$ cat config.mk
export PLATFORM = sky130hd
export DESIGN_NAME = mul3_arbiter
export DESIGN_NICKNAME = d
export VERILOG_FILES = /design/src/rtl/mul3_pkg.sv /design/src/rtl/mul3x3_core.sv /design/src/rtl/mul3_arbiter.sv
export SDC_FILE = /design/constraint.sdc
export NUM_CORES = 1
export LEC_CHECK = 0
export CORE_MARGIN = 1
export CORE_UTILIZATION = 40
export CTS_CLUSTER_SIZE = 12
export DETAILED_ROUTE_END_ITERATION = 12
export MAX_ROUTING_LAYER = met4
export PLACE_DENSITY = 0.69
export SETUP_SLACK_MARGIN = 0.02
export SLEW_MARGIN = 20
export SYNTH_ARGS = -nofsm -noshare
export SYNTH_HDL_FRONTEND = slang
export SYNTH_SLANG_ARGS = --single-unit
$ cat constraint.sdc
create_clock -name clk -period 4.5 [get_ports clk]
set_input_delay 0.9 -clock clk [delete_from_list [all_inputs] [get_ports clk]]
set_output_delay 0.9 -clock clk [all_outputs]
set_load 0.02 [all_outputs]
$ cat src/rtl/mul3_pkg.sv
// mul3_pkg
// Shared definitions for the shared-multiplier arbiter slice.
//   OPW     : operand width of the multiplier (3 bits)
//   PW      : product width (6 bits, holds 7*7 exactly)
//   state_t : controller states IDLE -> CALC -> DONE -> IDLE
package mul3_pkg;

    localparam int OPW = 3;
    localparam int PW  = 6;

    typedef enum logic [1:0] {
        S_IDLE = 2'd0,
        S_CALC = 2'd1,
        S_DONE = 2'd2
    } state_t;

endpackage

$ cat src/rtl/mul3x3_core.sv
// mul3x3_core
// Purely combinational 3x3 unsigned array multiplier.
// Ports:
//   a, b : OPW-bit unsigned operands
//   p    : PW-bit exact product a*b
module mul3x3_core
    import mul3_pkg::*;
(
    input  logic [OPW-1:0] a,
    input  logic [OPW-1:0] b,
    output logic [PW-1:0]  p
);

    logic [PW-1:0] pp0;
    logic [PW-1:0] pp1;
    logic [PW-1:0] pp2;

    // One AND row per bit of b, shifted into place, then summed.
    always_comb begin
        pp0 = {3'b000, a & {OPW{b[0]}}};
        pp1 = {2'b00, a & {OPW{b[1]}}, 1'b0};
        pp2 = {1'b0, a & {OPW{b[2]}}, 2'b00};
        p   = pp0 + pp1 + pp2;
    end

endmodule

$ cat src/rtl/mul3_arbiter.sv
// mul3_arbiter
// Shares one 3x3 multiplier among NREQ requesters through a round-robin
// arbiter. Operands are registered on grant, the product one cycle later,
// and the result is offered over a valid/ready handshake.
// Ports:
//   clk, rst              : clock, synchronous active-high reset
//   req_valid/req_ready   : per-requester handshake (req_ready one-hot)
//   req_a, req_b          : packed operands, requester i in [3i+2:3i]
//   res_valid/res_ready   : result handshake
//   res_p, res_id         : product and owning requester index
//   busy                  : high while in CALC or DONE
//   op_count              : completed result handshakes, wraps at 256
module mul3_arbiter
    import mul3_pkg::*;
#(
    parameter int NREQ = 4,
    parameter int IDW  = 2
) (
    input  logic                clk,
    input  logic                rst,
    input  logic [NREQ-1:0]     req_valid,
    input  logic [OPW*NREQ-1:0] req_a,
    input  logic [OPW*NREQ-1:0] req_b,
    output logic [NREQ-1:0]     req_ready,
    output logic                res_valid,
    output logic [PW-1:0]       res_p,
    output logic [IDW-1:0]      res_id,
    input  logic                res_ready,
    output logic                busy,
    output logic [7:0]          op_count
);

    state_t         state;
    state_t         state_next;
    logic [IDW-1:0] rr_ptr;
    logic [OPW-1:0] op_a;
    logic [OPW-1:0] op_b;
    logic [IDW-1:0] op_id;
    logic [PW-1:0]  core_p;

    logic [NREQ-1:0] grant;
    logic [IDW-1:0]  grant_id;
    logic [IDW-1:0]  hi_id;
    logic [IDW-1:0]  lo_id;
    logic            hi_found;
    logic [OPW-1:0]  sel_a;
    logic [OPW-1:0]  sel_b;
    logic            handshake;

    // Round-robin pick: the lowest valid index at or above rr_ptr wins;
    // if none exists, the search wraps and the lowest valid index wins.
    // Scanning downward makes the last hit the smallest index.
    always_comb begin
        hi_id    = '0;
        lo_id    = '0;
        hi_found = 1'b0;
        for (int i = NREQ - 1; i >= 0; i--) begin
            if (req_valid[i]) begin
                lo_id = IDW'(i);
                if (i >= int'(rr_ptr)) begin
                    hi_found = 1'b1;
                    hi_id    = IDW'(i);
                end
            end
        end
        grant_id = hi_found ? hi_id : lo_id;
        grant    = (|req_valid) ? (NREQ'(1) << grant_id) : '0;
    end

    // Operand mux for the granted requester.
    always_comb begin
        sel_a = '0;
        sel_b = '0;
        for (int i = 0; i < NREQ; i++) begin
            if (IDW'(i) == grant_id) begin
                sel_a = req_a[i*OPW +: OPW];
                sel_b = req_b[i*OPW +: OPW];
            end
        end
    end

    // Grants are offered only in IDLE; the reset cycle is masked so a
    // request present while rst is high is never accepted.
    assign req_ready = (state == S_IDLE && !rst) ? grant : '0;
    assign handshake = |(req_valid & req_ready);

    // The single shared multiplier always looks at the latched operands.
    mul3x3_core u_core (
        .a (op_a),
        .b (op_b),
        .p (core_p)
    );

    // Controller state register.
    always_ff @(posedge clk) begin
        if (rst) begin
            state <= S_IDLE;
        end else begin
            state <= state_next;
        end
    end

    // Controller next-state logic.
    always_comb begin
        state_next = state;
        case (state)
            S_IDLE: if (handshake) state_next = S_CALC;
            S_CALC: state_next = S_DONE;
            S_DONE: if (res_ready) state_next = S_IDLE;
            default: state_next = S_IDLE;
        endcase
    end

    // Datapath registers: operand capture on grant, product capture in
    // CALC, and the completion counter on the result handshake.
    always_ff @(posedge clk) begin
        if (rst) begin
            rr_ptr   <= '0;
            op_a     <= '0;
            op_b     <= '0;
            op_id    <= '0;
            res_p    <= '0;
            res_id   <= '0;
            op_count <= '0;
        end else begin
            if (state == S_IDLE && handshake) begin
                op_a   <= sel_a;
                op_b   <= sel_b;
                op_id  <= grant_id;
                rr_ptr <= (grant_id == IDW'(NREQ - 1)) ? '0 : grant_id + IDW'(1);
            end
            if (state == S_CALC) begin
                res_p  <= core_p;
                res_id <= op_id;
            end
            if (state == S_DONE && res_ready) begin
                op_count <= op_count + 8'd1;
            end
        end
    end

    assign res_valid = (state == S_DONE);
    assign busy      = (state == S_CALC) || (state == S_DONE);

endmodule

Word-level counts from Yosys, hierarchy flattened
Cells that the tools add are included.
- mux-type cells: 32
- reductions and logical operators: 10
- order comparisons: 3
- multiply operators: 0
- bitwise logic cells: 4
- shift-type cells: 1
- add/sub/neg operators: 4
- eq/ne operators: 8
- divide/modulo/power cells: 0
- operators with widths (kind ; number):
    2-to-1 mux 2 bit ; 14
    2-to-1 mux 3 bit ; 8
    AND 3 bit ; 3
    adder 8 x 1 -> 8 bit (second input constant) ; 1
    2-to-1 mux 4 bit ; 2
    OR reduction 4 bit ; 2
    2-to-1 mux 1 bit ; 7
    adder 6 x 5 -> 6 bit ; 1
    case mux 2 bit (3 select lines) ; 1
    adder 3 x 4 -> 5 bit ; 1
    AND 4 bit ; 1
    == test 2 bit (first input constant) ; 2
    == test 2 bit (second input constant) ; 2
    greater-or-equal comparator 1 x 2 -> 1 bit (first input constant) ; 2
    logical NOT 2 bit ; 2
    left shift 1 x 2 -> 4 bit (first input constant) ; 1
    logical AND 1 bit ; 3
    adder 2 x 1 -> 2 bit (second input constant) ; 1
    == test 1 x 2 -> 1 bit (first input constant) ; 1
    == test 2 x 1 -> 1 bit (second input constant) ; 1
    greater-or-equal comparator 2 bit (first input constant) ; 1
    inequality test 2 x 1 -> 1 bit (second input constant) ; 1
    inequality test 2 bit (second input constant) ; 1
    AND reduction 2 bit ; 1
    2 further kinds ; 2
- RAM bits: 0
- register bits after elaboration: 28
- memories kept: 0
- output and inout bits: 22
- bits in latches: 0
- bits in read-only memories: 0

Logic depth before layout (Yosys ltp)
Gate-level depths: netlist of run 1.
- word-level depth: 15
- mapped depth: 11
- mapped depth without buffers: 9

Cells and area by module
Synthesis of run 1 repeated with hierarchy kept, for this count alone.
- cells, all modules: 193
- area total of the unflattened synthesis: 1751.7 um^2
- modules (own cells, without submodules) (module ; area an instance (um^2) ; sequential area each (um^2) ; cells each ; times used):
    mul3_arbiter ; 1555.2 ; 560.5 ; 169 ; 1
    mul3x3_core ; 196.4 ; 0.0 ; 24 ; 1

Worst setup path before layout of run 1
Ideal clock, no wire load.
- kind: in2out
- start point: input port req_valid[0]
- end point: output port req_ready[1]
- path slack: 1.411 ns
- stages on the path: 6
- data arrival time: 2.189 ns
- data required time: 3.600 ns
- cells stage by stage: nor2b_1 -> a211o_1 -> a21oi_4 -> ha_1 -> buf_2 -> and2_1
- longest elaborated chain between the ends: 5
- elaborated cells on any way between the ends: 8
- those cells by class: shift (1); mux (6); reduce/logical (1)
- RTL lines (what ; line ; source):
    from (decl) ; mul3_arbiter.sv:21 ; input logic [NREQ-1:0] req_valid,
    2-to-1 mux 2 bit / 2-to-1 mux 1 bit (equally long branches) ; mul3_arbiter.sv:58 ; if (req_valid[i]) begin
    2-to-1 mux 2 bit * ; mul3_arbiter.sv:66 ; grant_id = hi_found ? hi_id : lo_id;
    via grant_id[0] ; mul3_arbiter.sv:42 ; logic [IDW-1:0] grant_id;
    left shift 1 x 2 -> 4 bit * ; mul3_arbiter.sv:67 ; grant = (|req_valid) ? (NREQ'(1) << grant_id) : '0;
    2-to-1 mux 4 bit * ; mul3_arbiter.sv:67 ;
    2-to-1 mux 4 bit * ; mul3_arbiter.sv:84 ; assign req_ready = (state == S_IDLE && !rst) ? grant : '0;
    to (decl) ; mul3_arbiter.sv:24 ; output logic [NREQ-1:0] req_ready,
The timed path passes the listed nets; every way through them passes the cells marked *.

Worst setup path after layout of run 1
- start point: input port req_valid[1]
- end point: output port req_ready[0]
- longest elaborated chain between the ends: 7
- elaborated cells on any way between the ends: 13
- those cells by class: shift (1); mux (11); reduce/logical (1)
- RTL lines (what ; line ; source):
    2-to-1 mux 2 bit / 2-to-1 mux 1 bit (equally long branches) ; mul3_arbiter.sv:58 ;
    2-to-1 mux 2 bit / 2-to-1 mux 1 bit (equally long branches) ; mul3_arbiter.sv:60 ; if (i >= int'(rr_ptr)) begin
    2-to-1 mux 2 bit / 2-to-1 mux 1 bit (equally long branches) ; mul3_arbiter.sv:58 ;
    2-to-1 mux 2 bit * ; mul3_arbiter.sv:66 ;
    via grant_id[0] ; mul3_arbiter.sv:42 ;
    left shift 1 x 2 -> 4 bit * ; mul3_arbiter.sv:67 ;
    2-to-1 mux 4 bit * ; mul3_arbiter.sv:67 ;
    2-to-1 mux 4 bit * ; mul3_arbiter.sv:84 ;
Marked as above.

==> flow_metrics.tcl, run 1 <==
set metrics [dict create \
    status "finished, final reports clean" \
    avgRoutedWirePerCell_um 12.4 \
    drive_gt1_share_pct 5.32 \
    die_area_sq_um 4820 \
    synth_seq_cells 28 \
    ys_types 37 \
    post-dp-hpwl_um 3010 \
    clock_sinks 28 \
    globalplace.congestion 0.804 \
    ios 53 \
    cts_root_buf "clkbuf_8" \
    arrival_ns 3.15 \
    design_area_sq_um 2430 \
    synth_flop_cell "dfxtp_1" \
    viasPerCell 5.07 \
    drtIter0Drc 58 \
    syn_to_final_growth_pct 34.0 \
    required_ns 3.60 \
    syn_area_per_cell_sq_um 8.49 \
    diodes 0 \
    period_minus_slack_ns 4.05 \
    relSlewSlack_pct 66.4 \
    wl_um 3900 \
    crit_type "input port to primary output" \
    instances_no_fill 315 \
    cp-start-kind "input port" \
    fp.dieW_um 69.4 \
    synth.most_common_cell "dfxtp_1" \
    drc_errors 0 \
    worstMarginPinSlew_ns 0.505 \
    drt_first_pass_iters 6 \
    timing.final.crit_share_pct 89.9 \
    crit_slowest_cell "clkdlybuf4s50_1" \
    maxCapViolations 0 \
    power_per_cell_area_nw_per_um2 416 \
    hold_viol_final 0 \
    clk_pin_slew_worst_paths_ns 0.09 \
    rows 24 \
    setup_ws_ns 0.454 \
    vias 1598 \
    endpoint_kind "primary output" \
    skew_ns 0.00190 \
    synthesis.area_sq_um 1820 \
    fin_tns_setup_ns 0 \
    path_cells "clkdlybuf4s50_1, inv_2, a211o_1, a21oi_4, inv_1, ha_1, and2_1, clkdlybuf4s50_1" \
    grt_max_degree 37 \
    fill_cells 402 \
    cts_resized 0 \
    finalSetupViolCount 0 \
    dp_slack_ns 0.444 \
    post_cts_buffers 0 \
    cts_tree "built" \
    synth_nets 262 \
    rsz0062_at_grt "no" \
    p_leak_nw 0.993 \
    async_flop_share_pct 0 \
    ctsLongestPathBuffers 2 \
    port-buffer-count 52 \
    critical_path.max_stage_delay_ns 0.58 \
    antenna_found_initial 0 \
    nets 312 \
    clk_latency_ns 0.27 \
    fmax_mhz 247 \
    die_h_um 69.4 \
    numCtsBuffers 3 \
    vdd_drop_max_mv 0.367 \
    synth_edf_count 0 \
    synth_top_area_share_pct 30.9 \
    synth_commonest_cells "28 x dfxtp_1, 21 x nor2_1, 16 x nand2_1" \
    synth_top_cell_by_area "dfxtp_1" \
    grt_pass1_vias 1542 \
    slew_viol_final 0 \
    yosysWarnings 0 \
    htreeDepth 1 \
    ant_nets 0 \
    dp_cells 311 \
    place_area_sq_um 2360 \
    grt_pass1_wl_um 6870 \
    crit_top_cell "clkdlybuf4s50_1" \
    placeableCoreArea_sq_um 4350 \
    path_max_fanout 8 \
    ys_top_cells_by_area "dfxtp_1 31%, ha_1 10%, and2_1 4.5%" \
    ys_seq_area_share_pct 30.9 \
    grt_use_total_pct 17.7 \
    grt.overflow.total 0 \
    syn_inst 214 \
    postCtsHoldBufs 0 \
    start_util_pct 41.7 \
    hp-class "flop to flop" \
]
[per-layer routing]
layer / GRT usage (%) / vias up / share of wire, %
met5: - / - / 0
met4: 4.54 / 0 / 1.6
li1: - / 833 / -
met1: 21.3 / 736 / 46
met3: 3.78 / 8 / 2.6
met2: 29.9 / 21 / 49
[power by group]
part	switching (mW)	internal (mW)
Sequential	0.0360	0.291
Combinational	0.270	0.217
Clock	0.0785	0.119
[cell type report]
type / count / area, sq um / area share (%)
inverter: 13 / 48.8 / 2.00
clock inverter: 1 / 30.0 / 1.23
multi-input combinational: 163 / 1150 / 47.1
clock buffer: 3 / 41.3 / 1.70
tap: 52 / 65.1 / 2.67
sequential: 28 / 561 / 23.0
timing repair buffer: 55 / 543 / 22.3
[cells by family (layout without fill, tap and decap cells)]
group           count (synthesis)  count (layout)  synth area share, %
compound gates                 48              48                 19.2
mux                             7               7                 3.86
flops                          28              28                 30.9
simple gates                   82              82                 23.1
buf+inv                        23              72                 6.06
fa+ha+maj                      17              17                 12.5
xor+xnor                        9               9                 4.34
[worst paths after layout]
kind,start,endpoint,slack (ns),cells after the start
setup / recovery,req_valid[1],req_ready[0],0.45,8
hold reg to reg,res_p[5],res_p[5],0.49,2
setup reg to reg,rr_ptr[0],op_a[2],2.28,9
hold / removal,res_p[5],res_p[5],0.49,2
[critical path: cells and delay by family]
kind | cells | cell delay [ns]
buffers and inverters | 4 | 1.23
AOI/OAI and AO/OA | 2 | 0.54
and+or+nand+nor | 1 | 0.17
adders and majority gates | 1 | 0.30
[cells in the final DEF (no fill, tap or decap), types with 2 or more instances in the layout]
| cell type | netlist | layout |
|---|---|---|
| o2111ai_1 | 5 | 5 |
| xnor2_1 | 3 | 3 |
| a21o_1 | 3 | 3 |
| inv_1 | 12 | 12 |
| nand3_1 | 7 | 7 |
| o211ai_1 | 8 | 8 |
| nor2b_1 | 3 | 3 |
| o21ai_1 | 7 | 7 |
| and3_1 | 2 | 2 |
| dfxtp_1 | 28 | 28 |
| and2_1 | 13 | 13 |
| xor2_1 | 6 | 6 |
| nand4_1 | 4 | 4 |
| clkdlybuf4s50_1 | 0 | 52 |
| clkbuf_8 | 0 | 3 |
| nand2b_1 | 12 | 12 |
| ha_1 | 15 | 15 |
| nand2_1 | 16 | 16 |
| nor2_1 | 21 | 21 |
| a21oi_1 | 12 | 12 |
| fa_1 | 2 | 2 |
| a211oi_1 | 2 | 2 |
| a21oi_4 | 2 | 2 |
| buf_4 | 0 | 3 |
| a31oi_1 | 2 | 2 |
| mux2i_1 | 7 | 7 |
| a22oi_2 | 2 | 2 |
[stage by stage]
stage | total power [mW] | utilization (%) | hold slack (ns)
after detailed placement | 0.823 | 54.3 | 0.481
after global placement | 0.818 | 54.3 | 0.470
after global routing | 1.09 | 55.9 | 0.518
after CTS | 1.02 | 55.9 | 0.494
final | 1.01 | 55.9 | 0.489
after floorplan | 0.686 | - | 0.454
[registers in the layout, summed over array words and instances, names as in the netlist]
register  count
res_p         6
rr_ptr        2
state         2
op_id         2
op_b          3
op_count      8
op_a          3
res_id        2
(Power assumes the default switching activity.)
==> run 2, diff against run 1 <==
--- a/config.mk
+++ b/config.mk
@@ -9,7 +9,6 @@
 export CORE_UTILIZATION = 40
 export CTS_CLUSTER_SIZE = 12
 export DETAILED_ROUTE_END_ITERATION = 12
-export MAX_ROUTING_LAYER = met4
 export PLACE_DENSITY = 0.69
 export SETUP_SLACK_MARGIN = 0.02
 export SLEW_MARGIN = 20
==> run 2 against run 1 <==
- sequential power about the same
- utilization unchanged
- highest routed layer unchanged
- register-to-register slack about the same
- sequential share of layout area unchanged
- hold slack about the same
- clock power about the same
- die area unchanged
- power about the same
- final area unchanged
- non-clock buffer count unchanged
==> flow_metrics.tcl, run 2 (synthesized netlist as in run 1, its figures left out) <==
set metrics [dict create \
    cts_resized 0 \
    grt_util_met1_pct 21.3 \
    syn_to_final_growth_pct 34.0 \
    grt.overflow.total 0 \
    wl_um 3900 \
    viasPerCell 5.08 \
    vdd_drop_max_mv 0.367 \
    path_max_fanout 8 \
    power_per_cell_area_nw_per_um2 416 \
    post-dp-hpwl_um 3010 \
    reg2reg_setup_slack_ns 2.27 \
    grt_pass1_vias 1545 \
    required_ns 3.60 \
    skew_ns 0.00192 \
    clock_sinks 28 \
    fin_tns_setup_ns 0 \
    cp-start-kind "input port" \
    rows 24 \
    ff2ff_path_depth 9 \
    r2r-start "rr_ptr[0]" \
    placeableCoreArea_sq_um 4350 \
    drt_first_pass_iters 6 \
    die_area_sq_um 4820 \
    min_path_cells 2 \
    regMostFlops "op_count" \
    slew_viol_final 0 \
    arrival_ns 3.15 \
    cts_tree "built" \
    grt_use_total_pct 17.2 \
    final_common_cell "clkdlybuf4s50_1" \
    start_util_pct 41.7 \
    hold_viol_final 0 \
    htreeDepth 1 \
    finalSetupViolCount 0 \
    postCtsHoldBufs 0 \
    top_regs "op_count: 8 flops, res_p: 6 flops" \
    drive_gt1_share_pct 5.32 \
    die_h_um 69.4 \
    min-delay-start "res_p[5]" \
    use_met3_pct 3.78 \
    ctsLongestPathBuffers 2 \
    fmax_mhz 247 \
    dp_cells 311 \
    largest_reg_flops 8 \
    port-buffer-count 52 \
    antenna_found_initial 0 \
    cts_root_buf "clkbuf_8" \
    drc_errors 0 \
    crit_type "input port to primary output" \
    vias 1601 \
    whs_endpoint "res_p[5]" \
    instances_no_fill 315 \
    rsz0062_at_grt "no" \
    grt_max_degree 37 \
    maxCapViolations 0 \
    mostFrequentLayoutCells "52 x clkdlybuf4s50_1, 28 x dfxtp_1, 21 x nor2_1" \
    timing.final.crit_share_pct 89.9 \
    reg2reg_to "op_a[2]" \
    drtIter0Drc 60 \
    diodes 0 \
    worstMarginPinSlew_ns 0.505 \
    relSlewSlack_pct 66.4 \
    post_cts_buffers 0 \
    status "finished, final reports clean" \
    clk_latency_ns 0.27 \
    ios 53 \
    use_met2_pct 29.9 \
    top_usage_layer "met2" \
    ant_nets 0 \
    avgRoutedWirePerCell_um 12.4 \
    hp-class "flop to flop" \
    fp.dieW_um 69.4 \
    grt_pass1_wl_um 6850 \
    p_leak_nw 0.993 \
    period_minus_slack_ns 4.05 \
    nets 312 \
    clk_pin_slew_worst_paths_ns 0.09 \
    endpoint_kind "primary output" \
    numCtsBuffers 3 \
    globalplace.congestion 0.793 \
]
[run 2: per-stage QoR]
stage	util (%)	setup slack [ns]	power, mW	hold slack, ns	area, sq um
6_report	55.9	0.454	1.01	0.489	2430
5_1_grt	55.9	0.322	1.09	0.518	2430
3_3_place_gp	54.3	0.483	0.818	0.470	2360
4_1_cts	55.9	0.446	1.02	0.494	2430
3_5_place_dp	54.3	0.444	0.823	0.481	2360
2_1_floorplan	-	1.41	0.686	0.454	1820
[run 2: how the worst max path moves through the flow]
stage | startpoint | cells after the start | slack [ns] | end
final | req_valid[1] | 8 | 0.45 | req_ready[0]
after global placement | req_valid[0] | 8 | 0.48 | req_ready[0]
after CTS | req_valid[1] | 8 | 0.45 | req_ready[0]
after detailed placement | req_valid[1] | 8 | 0.44 | req_ready[0]
after floorplan | req_valid[0] | 6 | 1.41 | req_ready[1]
after global routing | req_valid[1] | 8 | 0.32 | req_ready[0]
[run 2: final cells by class]
cell class | count | area (sq um)
inverter | 13 | 48.8
sequential | 28 | 561
tap | 52 | 65.1
clock buffer | 3 | 41.3
fill | 402 | 1920
timing repair buffer | 55 | 543
clock inverter | 1 | 30.0
multi-input combinational | 163 | 1150
[run 2: per-layer routing]
layer / wire length [um] / up-vias
li1: - / 834
met2: 1920 / 21
met3: 100 / 8
met4: 63 / 0
met5: 0 / -
met1: 1810 / 738
[run 2: power breakdown]
part / switching (mW) / leakage [nW] / internal [mW]
sequential: 0.0360 / 0.227 / 0.291
clock: 0.0783 / 0.0357 / 0.119
combinational: 0.271 / 0.730 / 0.217
[run 2: critical path, cell delays in order]
cell	delay (ns)
clkdlybuf4s50_1	0.58
inv_2	0.04
a211o_1	0.32
a21oi_4	0.22
inv_1	0.08
ha_1	0.30
and2_1	0.17
clkdlybuf4s50_1	0.53
==> run 3, diff against run 2 <==
==> constraint.sdc (replaced) <==
create_clock -name clk -period 4.3 [get_ports clk]
set_input_delay 0.86 -clock clk [delete_from_list [all_inputs] [get_ports clk]]
set_output_delay 0.86 -clock clk [all_outputs]
set_load 0.02 [all_outputs]
==> run 3 against run 2 <==
- power increased by 4.5%
- count of clock-buffer cells in the layout stayed put
- clock skew hardly changed
- sequential share of layout area is the same
- global-route usage shrank 0.65 points
- via count shrank 0.25%
- combinational power increased by 4.5%
==> flow_metrics.tcl, run 3 (synthesized netlist as in run 1, its figures left out) <==
set metrics [dict create \
    status "finished, final reports clean" \
    period_minus_slack_ns 3.94 \
    final_common_cell "clkdlybuf4s50_1" \
    cp-endpoint "req_ready[0]" \
    die_area_sq_um 4820 \
    hp-class "flop to flop" \
    wl_um 3810 \
    place_area_sq_um 2360 \
    fill_cells 407 \
    ctsLongestPathBuffers 2 \
    route.met3.wl_um 95 \
    diodes 0 \
    port-buffer-count 52 \
    drc_errors 0 \
    hold_viol_final 0 \
    fmax_mhz 254 \
    antenna_found_initial 0 \
    drt_first_pass_iters 4 \
    required_ns 3.44 \
    placeableCoreArea_sq_um 4350 \
    fp.dieW_um 69.4 \
    top_layer_used "met4" \
    power_per_cell_area_nw_per_um2 434 \
    nets 312 \
    cts_root_buf "clkbuf_8" \
    post_cts_buffers 0 \
    viasPerCell 5.07 \
    crit_type "input port to primary output" \
    seq_area_sq_um 561 \
    met2_wirelength_um 1870 \
    setup.worst_path.start "req_valid[0]" \
    grt_pass1_wl_um 6620 \
    htreeDepth 1 \
    clock_sinks 28 \
    ant_nets 0 \
    vdd_drop_max_mv 0.404 \
    min_path_cells 2 \
    ios 53 \
    endpoint_kind "primary output" \
    syn_to_final_growth_pct 34.0 \
    fin_tns_setup_ns 0 \
    grt_pass1_vias 1542 \
    final_core_util_pct 55.9 \
    post-dp-hpwl_um 2950 \
    drt-met1-wl_um 1780 \
    start_util_pct 41.7 \
    design_area_sq_um 2430 \
    vias 1597 \
    timing.final.crit_share_pct 91.7 \
    multiInputGateArea_sq_um 1150 \
    rsz0062_at_grt "no" \
    clk_latency_ns 0.27 \
    cts_resized 0 \
    regMostFlops "op_count" \
    path_max_fanout 8 \
    postCtsHoldBufs 0 \
    largest_reg_flops 8 \
    p_leak_nw 0.993 \
    maxCapViolations 0 \
    dp_slack_ns 0.337 \
    die_h_um 69.4 \
    dp_cells 311 \
    grt_use_total_pct 16.5 \
    numCtsBuffers 3 \
    reg2reg_setup_slack_ns 2.10 \
    cts_tree "built" \
    r2r-start "rr_ptr[0]" \
    top_regs "op_count: 8 flops, res_p: 6 flops" \
    mostFrequentLayoutCells "52 x clkdlybuf4s50_1, 28 x dfxtp_1, 21 x nor2_1" \
    cp-start-kind "input port" \
    setup_ws_ns 0.356 \
    instances_no_fill 315 \
    arrival_ns 3.08 \
    finalSetupViolCount 0 \
    drtIter0Drc 65 \
    grt_max_degree 37 \
    worstMarginPinSlew_ns 0.501 \
    grt.overflow.total 0 \
    avgRoutedWirePerCell_um 12.1 \
    ff2ff_path_depth 9 \
    globalplace.congestion 0.794 \
    drive_gt1_share_pct 5.32 \
    relSlewSlack_pct 66.6 \
    reg2reg_to "op_a[2]" \
    clk_pin_slew_worst_paths_ns 0.10 \
    skew_ns 0.00194 \
    rows 24 \
    slew_viol_final 0 \
]
==> run 3: cell counts in the layout (fill, tap and decap cells not counted) <==
Identical to the previous run, type by type.
==> run 3: worst min path at each step <==
stage	start	to	slack, ns
detailed placement	op_a[1]	op_a[1]	0.48
finish	op_a[1]	op_a[1]	0.49
floorplan	op_b[2]	op_b[2]	0.45
CTS	res_p[5]	res_p[5]	0.50
global route	res_p[0]	res_p[0]	0.51
global placement	res_p[1]	res_p[1]	0.47
==> run 3: area by class of cell <==
cell class / count / area share (%)
flip-flops and latches: 28 / 23.0
repair buffers: 55 / 22.3
inverters: 13 / 2.00
multi-input cells: 163 / 47.1
clock buffers: 3 / 1.70
clock inverters: 1 / 1.23
well taps: 52 / 2.67
==> run 3: through the flow <==
| stage | hold WS (ns) | total power, mW |
|---|---|---|
| 6_report | 0.491 | 1.06 |
| 5_1_grt | 0.512 | 1.14 |
| 4_1_cts | 0.496 | 1.07 |
| 3_5_place_dp | 0.479 | 0.862 |
| 3_3_place_gp | 0.470 | 0.856 |
| 2_1_floorplan | 0.454 | 0.718 |
==> run 3: report_power, final <==
group,switching (mW),internal [mW],total (mW)
Clock,0.0815,0.125,0.206
Combinational,0.283,0.227,0.510
Sequential,0.0373,0.304,0.342
==> run 3: routing by layer <==
layer / track usage, % / vias up
met5: 0 / -
li1: - / 833
met2: 29.3 / 21
met3: 3.34 / 6
met4: 4.76 / 0
met1: 20.1 / 737
==> run 3: worst max-delay path, stage by stage <==
cell             delay (ns)
clkdlybuf4s50_1        0.47
nor2b_1                0.17
a211o_1                0.30
a21oi_4                0.21
inv_1                  0.08
ha_1                   0.30
and2_1                 0.17
clkdlybuf4s50_1        0.53
